<file path="src/rtl/riscv_pkg.sv">
// Shared RV32I decode constants and helpers for the execute-stage control-flow logic.
package riscv_pkg;

  localparam logic [4:0] OPC_LOAD   = 5'b00000;
  localparam logic [4:0] OPC_OP_IMM = 5'b00100;
  localparam logic [4:0] OPC_STORE  = 5'b01000;
  localparam logic [4:0] OPC_OP     = 5'b01100;
  localparam logic [4:0] OPC_BRANCH = 5'b11000;
  localparam logic [4:0] OPC_JALR   = 5'b11001;
  localparam logic [4:0] OPC_JAL    = 5'b11011;

  localparam logic [2:0] F3_BEQ  = 3'b000;
  localparam logic [2:0] F3_BNE  = 3'b001;
  localparam logic [2:0] F3_BLT  = 3'b100;
  localparam logic [2:0] F3_BGE  = 3'b101;
  localparam logic [2:0] F3_BLTU = 3'b110;
  localparam logic [2:0] F3_BGEU = 3'b111;

  typedef enum logic [1:0] {
    PC_SRC_SEQ  = 2'b00,
    PC_SRC_BR   = 2'b01,
    PC_SRC_JALR = 2'b10
  } pc_src_e;

  // Comparator outcome for a conditional branch; reserved funct3 codes never take.
  function automatic logic branch_cond(input logic [2:0] funct3, input logic eq, input logic lt);
    logic res;
    case (funct3)
      F3_BEQ:          res = eq;
      F3_BNE:          res = ~eq;
      F3_BLT, F3_BLTU: res = lt;
      F3_BGE, F3_BGEU: res = ~lt;
      default:         res = 1'b0;
    endcase
    return res;
  endfunction

  function automatic logic is_reserved_br_f3(input logic [2:0] funct3);
    return (funct3 == 3'b010) || (funct3 == 3'b011);
  endfunction

endpackage

</file>
<file path="src/rtl/flush_shreg.sv">
// DEPTH-bit squash shift register with synchronous clear; bit 0 holds the newest entry.
module flush_shreg #(
  parameter int DEPTH = 3
) (
  input  logic             clk,
  input  logic             rst,
  input  logic             din,
  output logic [DEPTH-1:0] vec,
  output logic             any
);

  logic [DEPTH-1:0] vec_r;

  generate
    if (DEPTH == 1) begin : g_single
      // Single-stage window: the register simply follows the input.
      always_ff @(posedge clk) begin
        if (rst) vec_r <= 1'b0;
        else     vec_r <= din;
      end
    end else begin : g_multi
      // Shift the new entry in at bit 0.
      always_ff @(posedge clk) begin
        if (rst) vec_r <= {DEPTH{1'b0}};
        else     vec_r <= {vec_r[DEPTH-2:0], din};
      end
    end
  endgenerate

  assign vec = vec_r;
  assign any = |vec_r;

endmodule

</file>
<file path="src/rtl/br_flush_ctrl.sv">
// EX-stage branch/jump resolver, PC redirect and squash controller.
// Optional performance counters are compiled in with `define BR_FLUSH_PERF_EN.
module br_flush_ctrl
  import riscv_pkg::*;
#(
  parameter int FLUSH_DEPTH = 3,
  parameter int CTRL_W      = 6,
  parameter int MEM_W       = 2,
  parameter int CNT_W       = 32
) (
  input  logic                   clk,
  input  logic                   rst,
  input  logic [31:0]            inst,
  input  logic                   br_eq,
  input  logic                   br_lt,
  input  logic                   hold_in,
  input  logic [MEM_W-1:0]       mem_we_in,
  input  logic                   reg_wen_in,
  input  logic [CTRL_W-1:0]      ctrl_in,
  output logic [MEM_W-1:0]       mem_we_ex,
  output logic                   reg_wen_q,
  output logic [CTRL_W-1:0]      ctrl_q,
  output logic                   pc_sel,
  output logic [1:0]             pc_src,
  output logic [FLUSH_DEPTH-1:0] flush_vec,
  output logic                   flush_active,
  output logic                   illegal_br_q
`ifdef BR_FLUSH_PERF_EN
  ,
  output logic [CNT_W-1:0]       br_cnt,
  output logic [CNT_W-1:0]       br_taken_cnt,
  output logic [CNT_W-1:0]       flush_cyc_cnt
`endif
);

  logic [4:0]             opcode_s;
  logic [2:0]             funct3_s;
  logic                   kill_s;
  logic                   take_s;
  logic                   illegal_s;
  logic                   unused_inst_s;
  logic [MEM_W-1:0]       mem_we_s;
  logic [FLUSH_DEPTH-1:0] flush_vec_s;
  logic                   flush_active_s;
  pc_src_e                pc_src_r;
  logic                   reg_wen_r;
  logic [CTRL_W-1:0]      ctrl_r;
  logic                   illegal_r;

  assign opcode_s      = inst[6:2];
  assign funct3_s      = inst[14:12];
  assign unused_inst_s = ^{inst[31:15], inst[11:7], inst[1:0]};
  assign kill_s        = hold_in | flush_active_s;
  assign illegal_s     = (opcode_s == OPC_BRANCH) & is_reserved_br_f3(funct3_s) & ~kill_s;

  // Resolve whether the instruction in EX redirects the PC.
  always_comb begin
    take_s = 1'b0;
    if (kill_s) begin
      take_s = 1'b0;
    end else begin
      case (opcode_s)
        OPC_BRANCH:        take_s = branch_cond(funct3_s, br_eq, br_lt);
        OPC_JAL, OPC_JALR: take_s = 1'b1;
        default:           take_s = 1'b0;
      endcase
    end
  end

  // Store enable must be blocked in the same cycle the slot is killed.
  always_comb begin
    mem_we_s = {MEM_W{1'b0}};
    if (kill_s) mem_we_s = {MEM_W{1'b0}};
    else        mem_we_s = mem_we_in;
  end

  flush_shreg #(.DEPTH(FLUSH_DEPTH)) u_flush_shreg (
    .clk (clk),
    .rst (rst),
    .din (take_s),
    .vec (flush_vec_s),
    .any (flush_active_s)
  );

  // Redirect source, gated writeback controls and the sticky illegal-branch flag.
  always_ff @(posedge clk) begin
    if (rst) begin
      pc_src_r  <= PC_SRC_SEQ;
      reg_wen_r <= 1'b0;
      ctrl_r    <= {CTRL_W{1'b0}};
      illegal_r <= 1'b0;
    end else begin
      if (take_s) pc_src_r <= (opcode_s == OPC_JALR) ? PC_SRC_JALR : PC_SRC_BR;
      else        pc_src_r <= PC_SRC_SEQ;
      reg_wen_r <= kill_s ? 1'b0 : reg_wen_in;
      // A held bubble keeps its bundle; only the squash window clears it.
      ctrl_r    <= flush_active_s ? {CTRL_W{1'b0}} : ctrl_in;
      illegal_r <= illegal_r | illegal_s;
    end
  end

  assign mem_we_ex    = mem_we_s;
  assign reg_wen_q    = reg_wen_r;
  assign ctrl_q       = ctrl_r;
  assign pc_sel       = flush_vec_s[0];
  assign pc_src       = pc_src_r;
  assign flush_vec    = flush_vec_s;
  assign flush_active = flush_active_s;
  assign illegal_br_q = illegal_r;

`ifdef BR_FLUSH_PERF_EN
  logic             ctl_ev_s;
  logic [CNT_W-1:0] br_cnt_r;
  logic [CNT_W-1:0] br_taken_cnt_r;
  logic [CNT_W-1:0] flush_cyc_cnt_r;

  function automatic logic [CNT_W-1:0] sat_inc(input logic [CNT_W-1:0] val, input logic en);
    logic [CNT_W-1:0] res;
    if (en && (val != {CNT_W{1'b1}})) res = val + {{(CNT_W-1){1'b0}}, 1'b1};
    else                              res = val;
    return res;
  endfunction

  assign ctl_ev_s = ~kill_s & ((opcode_s == OPC_BRANCH) | (opcode_s == OPC_JAL) | (opcode_s == OPC_JALR));

  // Saturating event counters.
  always_ff @(posedge clk) begin
    if (rst) begin
      br_cnt_r        <= {CNT_W{1'b0}};
      br_taken_cnt_r  <= {CNT_W{1'b0}};
      flush_cyc_cnt_r <= {CNT_W{1'b0}};
    end else begin
      br_cnt_r        <= sat_inc(br_cnt_r, ctl_ev_s);
      br_taken_cnt_r  <= sat_inc(br_taken_cnt_r, take_s);
      flush_cyc_cnt_r <= sat_inc(flush_cyc_cnt_r, flush_active_s);
    end
  end

  assign br_cnt        = br_cnt_r;
  assign br_taken_cnt  = br_taken_cnt_r;
  assign flush_cyc_cnt = flush_cyc_cnt_r;
`endif

endmodule

</file>
<file path="config.mk">
export PLATFORM = sky130hd
export DESIGN_NAME = br_flush_ctrl
export DESIGN_NICKNAME = d
export VERILOG_FILES = /design/src/rtl/riscv_pkg.sv /design/src/rtl/flush_shreg.sv /design/src/rtl/br_flush_ctrl.sv
export SDC_FILE = /design/constraint.sdc
export NUM_CORES = 1
export LEC_CHECK = 0
export ABC_CLOCK_PERIOD_IN_PS = 2700
export CELL_PAD_IN_SITES_DETAIL_PLACEMENT = 0
export CELL_PAD_IN_SITES_GLOBAL_PLACEMENT = 1
export CORE_MARGIN = 1
export CORE_UTILIZATION = 16
export DETAILED_ROUTE_END_ITERATION = 6
export PLACE_DENSITY_LB_ADDON = 0.1
export SYNTH_ARGS = -nofsm -noshare
export SYNTH_HDL_FRONTEND = slang
export SYNTH_SLANG_ARGS = --single-unit
</file>
<file path="constraint.sdc">
create_clock -name clk -period 2.7 [get_ports clk]
set_input_delay 0.27 -clock clk [delete_from_list [all_inputs] [get_ports clk]]
set_output_delay 0.27 -clock clk [all_outputs]
set_load 0.02 [all_outputs]
</file>
==> out/qor.csv, run 1 <==
metric;value;unit
outcome;finished clean;
Worst R2R End;pc_src[1]$_SDFF_PP0_;
Hold WC Path Type;register to register;
Post-DP HPWL;998.8;um
Comb pwr share;19.6;%
share of post-route cells with drive strength above 1;6.742;%
Final Max Slew Viols;0;
register area share after synthesis;54.88;%
Hold Crit Depth;1;
Sw Ratio;23.92;%
total of max-cap violations;0;
Flop pwr share;49.9;%
Die ar.;3185;um2
CP Cell Sequence;or3_1 -> nor2_1 -> and2_1 -> clkdlybuf4s50_1;
Detailed Routing Iterations Pass 1;3;
ANT nets after route;0;
internal power;304.3;uW
Root Buffer;clkbuf_4;
clk_lat worst skew;0.28;ns
total power;400.0;uW
CTS resizes;0;
DRT iter0 DRCs;9;
hold_ws;0.4828;ns
Routability Congestion;0.6700;
min-delay src;u_flush_shreg.vec[1]$_SDFF_PP0_;
Vias;483;
R2R Setup Slk;1.36;ns
H-Tree Level Count;1;
residual DRC count;0;
syn_nets;95;
vias in the first global route;492;
Area growth syn-to-layout;91.29;%
CP Launch Type;register;
Core Footprint;2781;um2
Worst Path Max Fanout;5;
worst r2r path cells;3;
postcts setup bufs;0;
clock transition at the registers of the reported paths;0.09;ns
final worst setup slack;0.3892;ns
clock skew;0.007918;ns
commonest non-fill, non-tap cell in the layout;clkdlybuf4s50_1;
slowest library cell on the worst path;clkdlybuf4s50_1;
NetSw;95.67;uW
clock share of power;30.5;%
starting density of the core;17.05;%
critical path class;register to output pin;
overall routed net length;1250;um
Critical Path Sink Type;output pin;
initial antenna violation count;0;
min Tclk post-route;2.311;ns
mapped cell area;474.2;um2
reg2reg start;u_flush_shreg.vec[0]$_SDFF_PP0_;
Crit path largest cell delay;0.60;ns
first-pass GRT wire length;2083;um
CTS sink count;13;
I/O Buffers;38;
total CTS buffers;3;
Yosys reg bits;13;
post-synth cell types;19;
WP data required;2.43;ns
Post-layout nets;136;
drt wl/cell;10.42;um
# IOs;63;
crit path DAT;2.04;ns
fin crit share;85.59;%
pre-CTS setup slack;0.6874;ns
maximum clock insertion buffer count;2;
Die W;56.44;um
Lkg Pwr;0.3410;nW
Final Setup Violations;0;
Slew HR;82.82;%
pin count of the biggest net entering global routing;8;
GRT Total Usage;9.038;%
Max VDD drop;0.2007;mV
Syn Inst Count;49;
# diodes;0;
most frequent cells in the layout;clkdlybuf4s50_1 (38), dfxtp_1 (13), and2_1 (8);
GRT overflow;0;
fin cells;120;
Hold Path End;u_flush_shreg.vec[2]$_SDFF_PP0_;
CTS tree;yes;
die height;56.44;um
setup TNS;0;ns
slew of the pin with the lowest slew margin;0.2577;ns
Syn Area/Cell;9.678;um2
# placed instances;116;
Synth Warn #;0;
pwr/cell area;440.9;nW/um2
row count;19;
Via-to-Cell Ratio;4.025;
CTS Hold Bufs;0;
RSZ-0062 raised after global routing;false;
Final Hold Fails;0;
max frequency;432.7;MHz
layout make-up:
class | count | area, um2
Fill cell | 301 | 1874
Tap cell | 31 | 38.79
Sequential cell | 13 | 260.3
Timing Repair Buffer | 38 | 380.4
Clock buffer | 4 | 26.28
Inverter | 1 | 3.754
Multi-Input combinational cell | 33 | 197.7
critical path, delay by kind of cell, from the launching register on:
kind | cells | cell delay (ns)
DFF | 1 | 0.34
and+or+nand+nor | 3 | 0.82
buffers and inverters | 1 | 0.60
how the worst max path moves through the flow:
stage / startpoint / to / slack [ns] / cells after the start
after global placement: u_flush_shreg.vec[1]$_SDFF_PP0_ / mem_we_ex[0] / 0.70 / 4
after global routing: u_flush_shreg.vec[0]$_SDFF_PP0_ / mem_we_ex[0] / 0.23 / 4
after detailed placement: u_flush_shreg.vec[0]$_SDFF_PP0_ / mem_we_ex[1] / 0.69 / 4
after floorplan: u_flush_shreg.vec[1]$_SDFF_PP0_ / mem_we_ex[0] / 1.14 / 4
final: u_flush_shreg.vec[0]$_SDFF_PP0_ / mem_we_ex[0] / 0.39 / 4
after CTS: u_flush_shreg.vec[0]$_SDFF_PP0_ / mem_we_ex[0] / 0.36 / 4
metal layers:
layer,global-route usage [%],vias up,routed length (um)
li1,-,242,-
met1,11.30,215,608
met2,11.76,24,499
met3,3.917,2,127
met4,7.317,0,15
met5,0,-,0
cell usage after synthesis:
cell type,n,area (um2)
nor4b_1,1,8.760
a21oi_1,4,20.02
nor3_1,1,5.000
buf_4,1,7.510
nor2_2,1,6.260
and3_1,1,6.260
nand2b_1,1,6.260
nor4b_2,1,15.01
nand2_1,3,11.26
a32oi_1,1,8.760
buf_2,1,5.000
nor2_1,5,18.77
inv_1,1,3.750
nor2b_1,2,12.51
dfxtp_1,13,260.3
or3b_2,1,8.760
nand3b_1,1,7.510
or3_1,2,12.51
and2_1,8,50.05
logic make-up after synthesis:
| group | Yosys count | synth area share (%) |
|---|---|---|
| DFF | 13 | 54.88 |
| AOI/OAI and AO/OA | 5 | 6.069 |
| buffers and inverters | 3 | 3.429 |
| and+or+nand+nor | 28 | 35.62 |
per-stage QoR:
step	util, %	cell area, um2
final	32.61	907.1
after CTS	32.61	907.1
after floorplan	-	474.2
after global routing	32.61	907.1
after detailed placement	31.67	880.8
after global placement	31.67	880.8
flip-flops by register name, summed over array words and instances (netlist names):
| register | flops |
|---|---|
| ctrl_q | 6 |
| u_flush_shreg.vec | 3 |
| pc_src | 2 |
| illegal_br_q | 1 |
| reg_wen_q | 1 |
power by group through the flow:
stage	sequential [mW]	clock, mW	combinational (mW)
4_1_cts	0.200	0.131	0.0795
3_3_place_gp	0.204	0	0.0790
3_5_place_dp	0.204	0	0.0793
2_1_floorplan	0.212	0	0.0182
5_1_grt	0.200	0.141	0.0848
6_report	0.199	0.122	0.0785
(Power assumes the default switching activity.)
==> run 2, diff against run 1 <==
--- a/config.mk
+++ b/config.mk
@@ -12,6 +12,7 @@
 export CORE_UTILIZATION = 16
 export DETAILED_ROUTE_END_ITERATION = 6
 export PLACE_DENSITY_LB_ADDON = 0.1
+export SETUP_SLACK_MARGIN = 0.15
 export SYNTH_ARGS = -nofsm -noshare
 export SYNTH_HDL_FRONTEND = slang
 export SYNTH_SLANG_ARGS = --single-unit
==> results of run 2 <==
Final layout, timing and power as in run 1 (identical DEF).
==> run 3, diff against run 2 <==
--- a/config.mk
+++ b/config.mk
@@ -5,11 +5,11 @@
 export SDC_FILE = /design/constraint.sdc
 export NUM_CORES = 1
 export LEC_CHECK = 0
-export ABC_CLOCK_PERIOD_IN_PS = 2700
+export ABC_CLOCK_PERIOD_IN_PS = 2500
 export CELL_PAD_IN_SITES_DETAIL_PLACEMENT = 0
 export CELL_PAD_IN_SITES_GLOBAL_PLACEMENT = 1
 export CORE_MARGIN = 1
-export CORE_UTILIZATION = 16
+export CORE_UTILIZATION = 15
 export DETAILED_ROUTE_END_ITERATION = 6
 export PLACE_DENSITY_LB_ADDON = 0.1
 export SETUP_SLACK_MARGIN = 0.15
==> constraint.sdc (replaced) <==
create_clock -name clk -period 2.5 [get_ports clk]
set_input_delay 0.25 -clock clk [delete_from_list [all_inputs] [get_ports clk]]
set_output_delay 0.25 -clock clk [all_outputs]
set_load 0.05 [all_outputs]
==> run 3 against run 2 <==
  * The flow now finishes with violations (DRC)
  * Sequential cell count stayed put
  * Sequential power is 9% higher
  * First-iteration DRC count is 56% lower
  * Critical path type unchanged
  * Highest routed layer is now met3
==> out/qor.csv, run 3 (synthesis gave the netlist of run 1 again) <==
metric;value;unit;change
pin count of the biggest net entering global routing;8;;unchanged
slew of the pin with the lowest slew margin;0.5026;ns;+0.2449 ns
Routability Congestion;0.6391;;-4.6%
DP Area;892.1;um2;+1.3%
slowest library cell on the worst path;clkdlybuf4s50_1;;
max frequency;484.5;MHz;
Hold WC Path Type;register to register;;
Lkg Pwr;0.3440;nW;+0.88%
Max VDD drop;0.2433;mV;+21%
Detailed Routing Iterations Pass 1;6;;+3
CTS Hold Bufs;0;;unchanged
Final Cell Area;918.4;um2;+1.2%
Crit path largest cell delay;0.74;ns;+0.14 ns
crit path DAT;1.81;ns;-0.23 ns
RSZ-0062 raised after global routing;false;;
GRT Max-Usage Layer;met2;;
failing checks;DRC;;
Worst Setup SP;u_flush_shreg.vec[1]$_SDFF_PP0_;;
Worst R2R End;pc_src[1]$_SDFF_PP0_;;
worst r2r path cells;3;;unchanged
Post-DP HPWL;950.9;um;-4.8%
Largest register FFs;6;;unchanged
most frequent cells in the layout;clkdlybuf4s50_1 (36), dfxtp_1 (13), and2_1 (8);;
vias in the first global route;454;;-7.7%
Core Footprint;3028;um2;+8.9%
Root Buffer;clkbuf_4;;
met2 Track Usage GR;11.99;%;+0.22 points
clock skew;0.002289;ns;-0.005629 ns
residual DRC count;1;;+1
setup TNS;0;ns;unchanged
row count;20;;+1
Post-layout nets;136;;unchanged
Final Max Slew Viols;0;;unchanged
ANT nets after route;0;;unchanged
crit-path leading delay family;buffers and inverters;;
Die ar.;3390;um2;+6.4%
DRT iter0 DRCs;4;;-5
commonest non-fill, non-tap cell in the layout;clkdlybuf4s50_1;;
total CTS buffers;3;;unchanged
reg2reg start;u_flush_shreg.vec[1]$_SDFF_PP0_;;
initial antenna violation count;0;;unchanged
CTS resizes;0;;unchanged
Final Hold Fails;0;;unchanged
CP Launch Type;register;;
Final Setup Violations;0;;unchanged
critical path class;register to output pin;;
overall routed net length;1243;um;-0.56%
min Tclk post-route;2.064;ns;
CTS sink count;13;;unchanged
total of max-cap violations;0;;unchanged
Crit path depth;2;;-2
grt met3 use;5.580;%;+1.7 points
Area growth syn-to-layout;93.67;%;
clk_lat worst skew;0.27;ns;about the same
Slew HR;66.39;%;-16 points
Critical Path Sink Type;output pin;;
# IOs;63;;unchanged
GR Util met1;10.60;%;-0.70 points
GRT Total Usage;8.326;%;-0.71 points
min-delay src;u_flush_shreg.vec[1]$_SDFF_PP0_;;
filler cell count;330;;+9.6%
first-pass GRT wire length;2083;um;unchanged
maximum clock insertion buffer count;2;;unchanged
WP data required;2.25;ns;-0.18 ns
GRT overflow;0;;unchanged
pwr/cell area;489.3;nW/um2;+11%
share of post-route cells with drive strength above 1;8.989;%;+2.2 points
CP Cell Sequence;or3_1 -> clkdlybuf4s50_1;;
die height;58.23;um;+3.2%
Vias;476;;-1.4%
# diodes;0;;unchanged
H-Tree Level Count;1;;unchanged
Buf/Inv on CP;1;;unchanged
Worst Path Max Fanout;5;;unchanged
Via-to-Cell Ratio;3.579;;-11%
I/O Buffers;38;;unchanged
CTS tree;yes;;
Worst Setup EP;flush_active;;
R2R Setup Slk;1.18;ns;-0.18 ns
fin crit share;82.55;%;
clock transition at the registers of the reported paths;0.08;ns;about the same
drt wl/cell;9.346;um;-10%
Die W;58.23;um;+3.2%
starting density of the core;15.66;%;-1.4 points
postcts setup bufs;0;;unchanged
outcome;finished with violations;;
==> run 3: cell count changes in the layout (fill, tap and decap cells not counted), sizes merged <==
cell / change
clkdlybuf4s50: -2
buf: +2
==> run 3: how the worst min path moves through the flow <==
stage / to / slack [ns] / cells after the start
floorplan: u_flush_shreg.vec[1]$_SDFF_PP0_ / 0.32 / 1
global placement: illegal_br_q$_SDFF_PP0_ / 0.47 / 2
detailed placement: u_flush_shreg.vec[2]$_SDFF_PP0_ / 0.47 / 1
CTS: u_flush_shreg.vec[2]$_SDFF_PP0_ / 0.48 / 1
global route: u_flush_shreg.vec[2]$_SDFF_PP0_ / 0.50 / 1
finish: u_flush_shreg.vec[2]$_SDFF_PP0_ / 0.48 / 1
==> run 3: where the power goes <==
| part | total [mW] | internal (mW) | switching, mW |
|---|---|---|---|
| clock | 0.128 | 0.0617 | 0.0665 |
| sequential | 0.216 | 0.214 | 0.00177 |
| combinational | 0.106 | 0.0523 | 0.0533 |
| total | 0.449 | 0.328 | 0.122 |
==> run 3: metal layers <==
metal | up-vias | wire length (um) | share of wire, %
li1 | 243 | - | -
met1 | 208 | 592 | 48
met2 | 25 | 525 | 42
met3 | 0 | 125 | 10
met4 | 0 | 0 | 0
met5 | - | 0 | 0
==> run 3: final cells by class <==
cell class | instances | area [um2] | area share (%)
multi-input combinational | 33 | 197.7 | 21.53
timing repair buffer | 38 | 375.4 | 40.87
sequential | 13 | 260.3 | 28.34
clock buffer | 4 | 26.28 | 2.861
tap | 44 | 55.05 | 5.995
inverter | 1 | 3.754 | 0.4087
==> run 3: through the flow <==
stage	total power, mW	worst slack, ns	instances	hold slack (ns)	utilization, %
4_1_cts	0.4605	0.4068	133	0.4820	30.33
6_report	0.4493	0.4362	133	0.4762	30.33
2_1_floorplan	0.2702	0.5480	49	0.3216	-
3_5_place_dp	0.3268	0.7213	129	0.4700	29.46
3_3_place_gp	0.3261	0.7234	129	0.4662	29.46
5_1_grt	0.4813	0.3545	133	0.5000	30.33
